## src/rtl/life_pkg.sv

```systemverilog
// Shared types and 1080p raster constants for the Game of Life video datapath.
package life_pkg;

  localparam int unsigned H_TOTAL      = 32'd2200;
  localparam int unsigned V_TOTAL      = 32'd1125;
  localparam int unsigned FRAME_PIXELS = H_TOTAL * V_TOTAL;

  typedef enum logic [1:0] {
    ST_WAIT_SYNC = 2'd0,
    ST_LOAD      = 2'd1,
    ST_FRAME     = 2'd2
  } seq_state_e;

  typedef enum logic [1:0] {
    MODE_COPY   = 2'd0,
    MODE_EVOLVE = 2'd1,
    MODE_SEED   = 2'd2
  } frame_mode_e;

endpackage

```

## src/rtl/life_frame_divider.sv

```systemverilog
// Frames-per-generation divider and step/seed pending flags; offers the mode
// the next frame should run in.
module life_frame_divider
  import life_pkg::*;
#(
  parameter int unsigned RATE_W = 4
) (
  input  logic              i_clk,
  input  logic              i_rst_n,
  input  logic              i_frame_tick,
  input  logic              i_clear,
  input  logic              i_run_en,
  input  logic              i_step_req,
  input  logic              i_seed_req,
  input  logic [RATE_W-1:0] i_rate,
  output frame_mode_e       o_next_mode
);

  logic [RATE_W-1:0] r_div;
  logic              r_step_pend;
  logic              r_seed_pend;
  logic              w_step;
  logic              w_seed;

  // A request arriving on the frame-start cycle already counts for that frame.
  assign w_step = r_step_pend | i_step_req;
  assign w_seed = r_seed_pend | i_seed_req;

  // Mode priority: seed, free-running divider, then single step.
  always_comb begin
    o_next_mode = MODE_COPY;
    if (w_seed) begin
      o_next_mode = MODE_SEED;
    end else if (i_run_en && (r_div == i_rate)) begin
      o_next_mode = MODE_EVOLVE;
    end else if (i_run_en) begin
      o_next_mode = MODE_COPY;
    end else if (w_step) begin
      o_next_mode = MODE_EVOLVE;
    end else begin
      o_next_mode = MODE_COPY;
    end
  end

  // Divider and flags; a seed frame leaves the divider where it was.
  always_ff @(posedge i_clk) begin
    if (!i_rst_n || i_clear) begin
      r_div       <= {RATE_W{1'b0}};
      r_step_pend <= 1'b0;
      r_seed_pend <= 1'b0;
    end else begin
      r_seed_pend <= w_seed & ~i_frame_tick;
      // While running, any pending step is dropped at the frame start.
      r_step_pend <= w_step & ~(i_frame_tick & (i_run_en | ~w_seed));
      if (!i_run_en) begin
        r_div <= {RATE_W{1'b0}};
      end else if (i_frame_tick && !w_seed) begin
        r_div <= (r_div == i_rate) ? {RATE_W{1'b0}} : r_div + RATE_W'(1);
      end else begin
        r_div <= r_div;
      end
    end
  end

endmodule

```

## src/rtl/life_gen_sequencer.sv

```systemverilog
// Per-frame scheduler for the Life shift-register datapath: one registered clock
// enable plus frame-aligned mode selects, the upload window and the generation count.
module life_gen_sequencer
  import life_pkg::*;
#(
  parameter int unsigned FRAME_PIXELS = life_pkg::FRAME_PIXELS,
  parameter int unsigned CNT_W        = 22,
  parameter int unsigned RATE_W       = 4,
  parameter int unsigned GEN_W        = 16
) (
  input  logic              HDMI_CLK,
  input  logic              RESET_N,
  input  logic              frame_start_pre,
  input  logic              load_active,
  input  logic              load_wr,
  input  logic              run_en,
  input  logic              step_req,
  input  logic              seed_req,
  input  logic [RATE_W-1:0] rate,
  output logic              shift_en,
  output logic              evolve,
  output logic              seed_sel,
  output logic              load_mode,
  output logic              load_err,
  output logic [GEN_W-1:0]  gen_count
);

  localparam logic [CNT_W-1:0] FRAME_CNT = CNT_W'(FRAME_PIXELS);

  seq_state_e       r_state;
  seq_state_e       w_state_nxt;
  logic             r_load_q;
  logic [CNT_W-1:0] r_byte_cnt;
  logic             r_shift_en;
  logic             r_evolve;
  logic             r_seed_sel;
  logic             r_load_mode;
  logic             r_load_err;
  logic [GEN_W-1:0] r_gen_count;
  logic             w_load_rise;
  logic             w_load_exit;
  logic             w_frame_tick;
  frame_mode_e      w_next_mode;

  assign w_load_rise = load_active & ~r_load_q;

  life_frame_divider #(.RATE_W(RATE_W)) u_divider (
    .i_clk        (HDMI_CLK),
    .i_rst_n      (RESET_N),
    .i_frame_tick (w_frame_tick),
    .i_clear      (w_load_exit),
    .i_run_en     (run_en),
    .i_step_req   (step_req),
    .i_seed_req   (seed_req),
    .i_rate       (rate),
    .o_next_mode  (w_next_mode)
  );

  // Next state: an upload edge beats a coincident frame start.
  always_comb begin
    w_state_nxt  = r_state;
    w_load_exit  = 1'b0;
    w_frame_tick = 1'b0;
    case (r_state)
      ST_LOAD: begin
        if (!load_active) begin
          w_state_nxt = ST_WAIT_SYNC;
          w_load_exit = 1'b1;
        end else begin
          w_state_nxt = ST_LOAD;
        end
      end
      ST_WAIT_SYNC, ST_FRAME: begin
        if (w_load_rise) begin
          w_state_nxt = ST_LOAD;
        end else if (frame_start_pre) begin
          w_state_nxt  = ST_FRAME;
          w_frame_tick = 1'b1;
        end else begin
          w_state_nxt = r_state;
        end
      end
      default: w_state_nxt = ST_WAIT_SYNC;
    endcase
  end

  // State register and upload-level history for edge detection.
  always_ff @(posedge HDMI_CLK) begin
    if (!RESET_N) begin
      r_state  <= ST_WAIT_SYNC;
      r_load_q <= 1'b0;
    end else begin
      r_state  <= w_state_nxt;
      r_load_q <= load_active;
    end
  end

  // Registered outputs, upload byte counter and generation counter.
  always_ff @(posedge HDMI_CLK) begin
    if (!RESET_N) begin
      r_shift_en  <= 1'b0;
      r_evolve    <= 1'b0;
      r_seed_sel  <= 1'b0;
      r_load_mode <= 1'b0;
      r_load_err  <= 1'b0;
      r_gen_count <= {GEN_W{1'b0}};
      r_byte_cnt  <= {CNT_W{1'b0}};
    end else if (w_load_exit) begin
      r_shift_en  <= 1'b0;
      r_load_mode <= 1'b0;
      r_load_err  <= (r_byte_cnt != FRAME_CNT);
      r_gen_count <= {GEN_W{1'b0}};
    end else if (r_state == ST_LOAD) begin
      r_shift_en <= load_wr;
      if (load_wr && (r_byte_cnt < FRAME_CNT)) begin
        r_byte_cnt <= r_byte_cnt + CNT_W'(1);
      end else begin
        r_byte_cnt <= r_byte_cnt;
      end
    end else if (w_load_rise) begin
      r_load_mode <= 1'b1;
      r_shift_en  <= 1'b0;
      r_evolve    <= 1'b0;
      r_seed_sel  <= 1'b0;
      r_byte_cnt  <= {CNT_W{1'b0}};
    end else if (w_frame_tick) begin
      r_shift_en <= 1'b1;
      r_evolve   <= (w_next_mode == MODE_EVOLVE);
      r_seed_sel <= (w_next_mode == MODE_SEED);
      if (w_next_mode == MODE_EVOLVE) begin
        r_gen_count <= r_gen_count + GEN_W'(1);
      end else begin
        r_gen_count <= r_gen_count;
      end
    end else begin
      r_shift_en <= r_shift_en;
    end
  end

  assign shift_en  = r_shift_en;
  assign evolve    = r_evolve;
  assign seed_sel  = r_seed_sel;
  assign load_mode = r_load_mode;
  assign load_err  = r_load_err;
  assign gen_count = r_gen_count;

endmodule

```

## config.mk

```make
export PLATFORM = sky130hd
export DESIGN_NAME = life_gen_sequencer
export DESIGN_NICKNAME = d
export VERILOG_FILES = /design/src/rtl/life_pkg.sv /design/src/rtl/life_frame_divider.sv /design/src/rtl/life_gen_sequencer.sv
export SDC_FILE = /design/constraint.sdc
export NUM_CORES = 1
export LEC_CHECK = 0
export BUFFER_PORTS_ARGS = -buffer_cell sky130_fd_sc_hd__buf_2
export CORE_ASPECT_RATIO = 2
export CORE_MARGIN = 2
export CORE_UTILIZATION = 35
export DETAILED_ROUTE_END_ITERATION = 10
export MAX_ROUTING_LAYER = met4
export PLACE_DENSITY = 0.53
export SLEW_MARGIN = 5
export SYNTH_ARGS = -nofsm -noshare
export SYNTH_HDL_FRONTEND = slang
export SYNTH_SLANG_ARGS = --single-unit
```

## constraint.sdc

```tcl
create_clock -name HDMI_CLK -period 5.2 [get_ports HDMI_CLK]
set_input_delay 1.56 -clock HDMI_CLK [delete_from_list [all_inputs] [get_ports HDMI_CLK]]
set_output_delay 1.56 -clock HDMI_CLK [all_outputs]
set_load 0.1 [all_outputs]
```

==> After elaboration in Yosys (flattened, before gate mapping) <==
Cells that the tools add are included.
{ "word_totals": {"register_bits": 52, "elab_cells": 81, "output_inout_bits": 21, "input_bits": 12} }
{ "op_classes": {"eq_ne": 8, "addsub": 3, "n_lt_le_gt_ge": 1, "bitwise_logic": 16, "n_reduce_logical": 17, "mux": 24} }
{ "ops": {"columns": ["op", "count"], "rows": [
  ["$mux 22", 3],
  ["$add 22x1->22 const B", 1],
  ["$lt 22x22->1 const B", 1],
  ["$ne 22x22->1 const B", 1],
  ["$add 16x1->16 const B", 1],
  ["$mux 1", 14],
  ["$mux 2", 5],
  ["$not 1->1", 9],
  ["$reduce_and 3->1", 2],
  ["$reduce_or 2->1", 3],
  ["$add 4x1->4 const B", 1],
  ["$and 1x1->1", 4],
  ["$eq 2x1->1 const B", 2],
  ["$eq 2x2->1 const B", 2],
  ["$eq 4x4->1", 1],
  ["$mux 4", 1],
  ["$pmux 2 s2", 1],
  ["$reduce_and 4->1", 1],
  ["$reduce_bool 2->1", 2],
  ["$logic_and 1x1->1", 3],
  ["$ne 3x3->1 const B", 1],
  ["$or 1x1->1", 3],
  ["$reduce_bool 3->1", 1],
  ["$logic_not 1->1", 2],
  ["other kinds (4)", 4]
]} }

==> Logic depth before layout (Yosys ltp) <==
{ "depth": {"word_depth": 8, "ltp_mapped": 7, "ltp_nobuf": 6} }

==> Cells and area by module <==
A second synthesis with hierarchy kept.
{ "hier_totals": {"cells_unflattened": 324, "area_unflattened_um2": 2660.1} }
{ "by_module_without_submodules": {"columns": ["module", "cells_per_inst", "area_each_um2", "instances", "seq_area_each_um2"], "rows": [
  ["life_gen_sequencer", 283, 2321.0, 1, 920.9],
  ["life_frame_divider", 41, 339.1, 1, 120.1]
]} }

==> Worst setup path after synthesis <==
No wires, ideal clock.
{ "synth_path": {"path_kind": "input-to-reg", "from": "in seed_req", "to": "reg r_gen_count[15], in the netlist gen_count[15]", "slack_ps": 2244, "n_path_buf": 0, "setup_ps": 72, "arrival_time_ps": 2885, "required_time_ps": 5128, "stages": 5, "path_cell_list": "or2_4 > a2111oi_4 > nand4_4 > or3_1 > a21oi_1"} }
{ "synth_via": {"elab_chain_cells": 4} }
{ "synth_rtl": {"columns": ["element", "line_no", "text"], "rows": [
  ["start, declared", "life_gen_sequencer.sv:18", "input logic seed_req,"],
  ["$or 1x1->1", "life_frame_divider.sv:27", "assign w_seed = r_seed_pend | i_seed_req;"],
  ["$mux 2", "life_frame_divider.sv:32", "if (w_seed) begin"],
  ["$eq 2x1->1", "life_gen_sequencer.sv:130", "if (w_next_mode == MODE_EVOLVE) begin"],
  ["$reduce_and 4->1 (no line)", null, null],
  ["end signal, assigned", "life_gen_sequencer.sv:112", "r_gen_count <= {GEN_W{1'b0}};"],
  ["end signal, assigned", "life_gen_sequencer.sv:131", "r_gen_count <= r_gen_count + GEN_W'(1);"],
  ["end signal, assigned", "life_gen_sequencer.sv:133", "r_gen_count <= r_gen_count;"],
  ["end, declared", "life_gen_sequencer.sv:39", "logic [GEN_W-1:0] r_gen_count;"]
]} }
No other way between the ends.
A chain may end at the register's enable or synchronous reset.

==> Worst setup path after layout <==
{ "layout_path": {"from": "in load_active", "to": "reg r_byte_cnt[5]"} }
{ "layout_via": {"elab_chain_cells": 4, "word_cells_on_any_way": 6, "classes_between": "2 x mux; 2 x bitwise; 2 x reduce/logical"} }
{ "layout_rtl": {"columns": ["element", "line_no", "text"], "rows": [
  ["start, declared", "life_gen_sequencer.sv:14", "input logic load_active,"],
  ["$mux 1", "life_gen_sequencer.sv:66", "if (!load_active) begin"],
  ["$mux 1", "life_gen_sequencer.sv:64", "case (r_state)"],
  ["$not 1->1 (no line)", null, null],
  ["$reduce_and 3->1 (no line) *", null, null],
  ["end signal, assigned", "life_gen_sequencer.sv:107", "r_byte_cnt <= {CNT_W{1'b0}};"],
  ["end signal, assigned", "life_gen_sequencer.sv:116", "r_byte_cnt <= r_byte_cnt + CNT_W'(1);"],
  ["end signal, assigned", "life_gen_sequencer.sv:118", "r_byte_cnt <= r_byte_cnt;"],
  ["end, declared", "life_gen_sequencer.sv:33", "logic [CNT_W-1:0] r_byte_cnt;"]
]} }
Mark *: on every way between the ends. The rest lies on a longest branch, timed or not.

==> summary.txt <==
Setup path
  • Reg-to-reg setup timing slack: 2.56 ns
  • CP Launch Type: input port
  • Reg2reg path depth: 5
  • Crit-path cells: buf_2, nor2b_1, buf_4, a2111oi_4, o2bb2ai_2, nor2_1, o221a_1
  • Worst r2r dst: r_byte_cnt[5]
  • Crit path max fanout: 26
  • Crit path DAT: 3.33 ns
  • Maximum single-stage delay on the critical path: 0.55 ns
  • Critical R2R Launch: r_state[0]
  • Critical Path End Type: register
  • Req. time, crit path: 5.39 ns
  • Setup CP Type: input port to register
  • CP max stage cell: o2bb2ai_2

Floorplan
  • Starting Density: 36.33%
  • Chip width: 66.81 um
  • Row cnt: 45
  • I/O pin count: 33
  • Die Area: 0.008660 mm2
  • Core region area: 0.007601 mm2
  • Die Y: 129.6 um

Finish
  • Ratio of cells with drive above 1 in the final layout: 16.95%
  • Layout area overhead: 14.64%
  • Inserted Diodes: 0
  • Final net count: 364
  • Final non-filler cell area: 0.003166 mm2
  • FILL cells: 774

Drt
  • DR pass1 iterations: 4
  • Vias per Instance: 5.595
  • Drt total wl: 7156 um
  • Initial DRC Count: 88
  • DR vias: 2,473
  • Drc violations: 0
  • Antenna viol nets, final: 0
  • Drt wl/cell: 16.19 um

Placement
  • I/O Buffers: 32
  • DP Wirelength: 5284 um
  • GP Congestion: 0.7910
  • Post-Place Cell Area: 0.002980 mm2

Synth
  • Synth Register Bits: 52
  • Synthesized Nets: 338
  • Seq/Total Area, Yosys: 37.70%
  • Post-Syn Instances: 322
  • Distinct cells, synth: 56
  • Main flop type after synthesis: dfxtp_1
  • Mapped cell area: 0.002761 mm2
  • Cell taking the most area after synthesis: dfxtp_1
  • Synthesized area per cell: 8.576 um2
  • Number of synthesized flops with an enable pin: 0
  • Top-area cell type share of the netlist area: 37.70%
  • Synthesis Warnings: 0
  • Largest cells by area after synthesis: dfxtp_1 (38%), nor2_1 (4.8%), a21oi_1 (3.8%)
  • Asr flop ratio synth: 0%

Timing
  • Setup_tns: 0 ns
  • Tmin final: 3.144 ns
  • Hold WS: 0.4758 ns
  • Max_slew headroom: 23.40%
  • Final period util: 60.47%
  • Final hold violation count: 0
  • Pins Over Slew Limit: 0
  • RSZ-0062 raised after global routing: no
  • Worst Tran Pin Value: 1.142 ns
  • Fmax: 318.0 MHz
  • Final setup fails: 0
  • Final Skew: 0.003007 ns

CTS
  • Clock-pin slew on the worst setup and hold paths: 0.07 ns
  • Max Buffers Root-to-Sink: 2
  • Root buf cell: clkbuf_16
  • CTS tree: yes
  • Clock Latency Late Sink: 0.30 ns
  • H-tree lvl count: 2
  • Total CTS buffers: 5
  • Setup bufs post-CTS: 0
  • # hold bufs at CTS: 0
  • Post_cts resized: 0
  • CTS sink count: 52

Global routing
  • Vias in the first global route: 2,343
  • Initial antenna violation count: 0
  • Largest net degree at the start of global routing: 33
  • GRT Resource Usage Total: 17.89%
  • First-pass GRT wire length: 11,480 um
  • GRT overflow: 0

Outcome
  • Status: finished clean

Power and ir drop
  • P per Cell Area: 291.2 mW/mm2
  • Static Leak: 1.137 nW
  • Worst vdd ir: 0.2200 mV

Hold path
  • Hold Path Class: register to register
  • HP Start: evolve
  • Hold path depth: 2
  • Hold EP: evolve

Job
  • Max-cap violations: 0
area by class of cell:
cell class / instances / area [um2] / share of cell area (%)
multi-input combinational: 245 / 1609 / 50.83
timing repair buffer: 34 / 175.2 / 5.534
clock buffer: 5 / 125.1 / 3.953
sequential: 52 / 1041 / 32.89
inverter: 10 / 37.54 / 1.186
clock inverter: 2 / 60.06 / 1.897
tap: 94 / 117.6 / 3.715
cells in the mapped netlist, types with 4 or more instances:
| master | n |
|---|---|
| and3_1 | 5 |
| a31oi_1 | 5 |
| a21oi_1 | 21 |
| o31ai_1 | 10 |
| o21ai_1 | 5 |
| o21ai_0 | 9 |
| o211ai_1 | 13 |
| nand4_1 | 12 |
| xnor2_1 | 5 |
| nand2_1 | 21 |
| or3_1 | 7 |
| xor2_1 | 7 |
| inv_1 | 10 |
| o221a_1 | 4 |
| nor2_1 | 35 |
| dfxtp_1 | 52 |
| nand3_1 | 18 |
| nor4b_1 | 4 |
| buf_2 | 5 |
| ha_1 | 4 |
| nor2b_1 | 7 |
| clkbuf_1 | 7 |
| nor3_1 | 7 |
how the worst max path moves through the flow:
stage / start / to / slack [ns]
2_1_floorplan: seed_req / gen_count[15] / 2.24
3_3_place_gp: load_active / r_byte_cnt[5] / 1.79
3_5_place_dp: load_active / r_byte_cnt[5] / 1.75
4_1_cts: load_active / r_byte_cnt[5] / 2.06
5_1_grt: load_active / r_byte_cnt[5] / 1.92
6_report: load_active / r_byte_cnt[5] / 2.06
critical path: cells and delay by family:
family	cells	cell delay, ns
AO/OA/AOI/OAI	3	1.21
AND/OR/NAND/NOR	2	0.24
buffers and inverters	2	0.31
layout by cell type (no fill, tap or decap), types with 3 or more instances in the layout:
| cell type | instances |
|---|---|
| dfxtp_1 | 52 |
| nor2_1 | 35 |
| buf_2 | 32 |
| nand2_1 | 21 |
| a21oi_1 | 21 |
| nand3_1 | 18 |
| o211ai_1 | 13 |
| nand4_1 | 12 |
| inv_1 | 10 |
| o31ai_1 | 10 |
| o21ai_0 | 9 |
| nor3_1 | 7 |
| nor2b_1 | 7 |
| or3_1 | 7 |
| xor2_1 | 7 |
| and3_1 | 5 |
| o21ai_1 | 5 |
| a31oi_1 | 5 |
| xnor2_1 | 5 |
| clkbuf_16 | 5 |
| o221a_1 | 4 |
| nor4b_1 | 4 |
| ha_1 | 4 |
| nor4_2 | 3 |
| or2_2 | 3 |
| nand4b_1 | 3 |
| nor3b_1 | 3 |
flip-flops by register name, indices dropped and copies added, names as in the netlist:
register,cells
load_mode,1
r_load_q,1
evolve,1
shift_en,1
u_divider.r_seed_pend,1
gen_count,16
u_divider.r_step_pend,1
load_err,1
r_state,2
u_divider.r_div,4
r_byte_cnt,22
seed_sel,1
per-stage QoR:
step	std cells	utilization [%]	total power [mW]	setup WS (ns)
2_1_floorplan	322	-	0.4818	2.244
3_3_place_gp	435	39.21	0.5015	1.786
3_5_place_dp	435	39.21	0.5020	1.751
4_1_cts	442	41.65	0.9293	2.059
5_1_grt	442	41.65	0.9510	1.916
6_report	442	41.65	0.9219	2.056
where the power goes:
part	switching (mW)	internal, mW
clock	0.156	0.273
combinational	0.0620	0.0223
sequential	0.00452	0.404
per-layer routing:
metal | track usage, % | up-vias | wire length, um
met5 | - | - | 0
met4 | 7.083 | 0 | 138
met3 | 2.778 | 10 | 233
met2 | 33.82 | 47 | 4038
met1 | 17.54 | 1160 | 2745
li1 | - | 1256 | -
kinds of logic after synthesis:
logic type | after synthesis | synth area share, %
AO/OA/AOI/OAI | 83 | 21.75
XOR/XNOR | 12 | 3.806
adder cells (fa/ha/maj) | 4 | 1.812
buffers and inverters | 25 | 4.033
flip-flops | 52 | 37.70
multiplexers | 2 | 0.7250
AND/OR/NAND/NOR | 144 | 30.18
(Power assumes the default switching activity.)
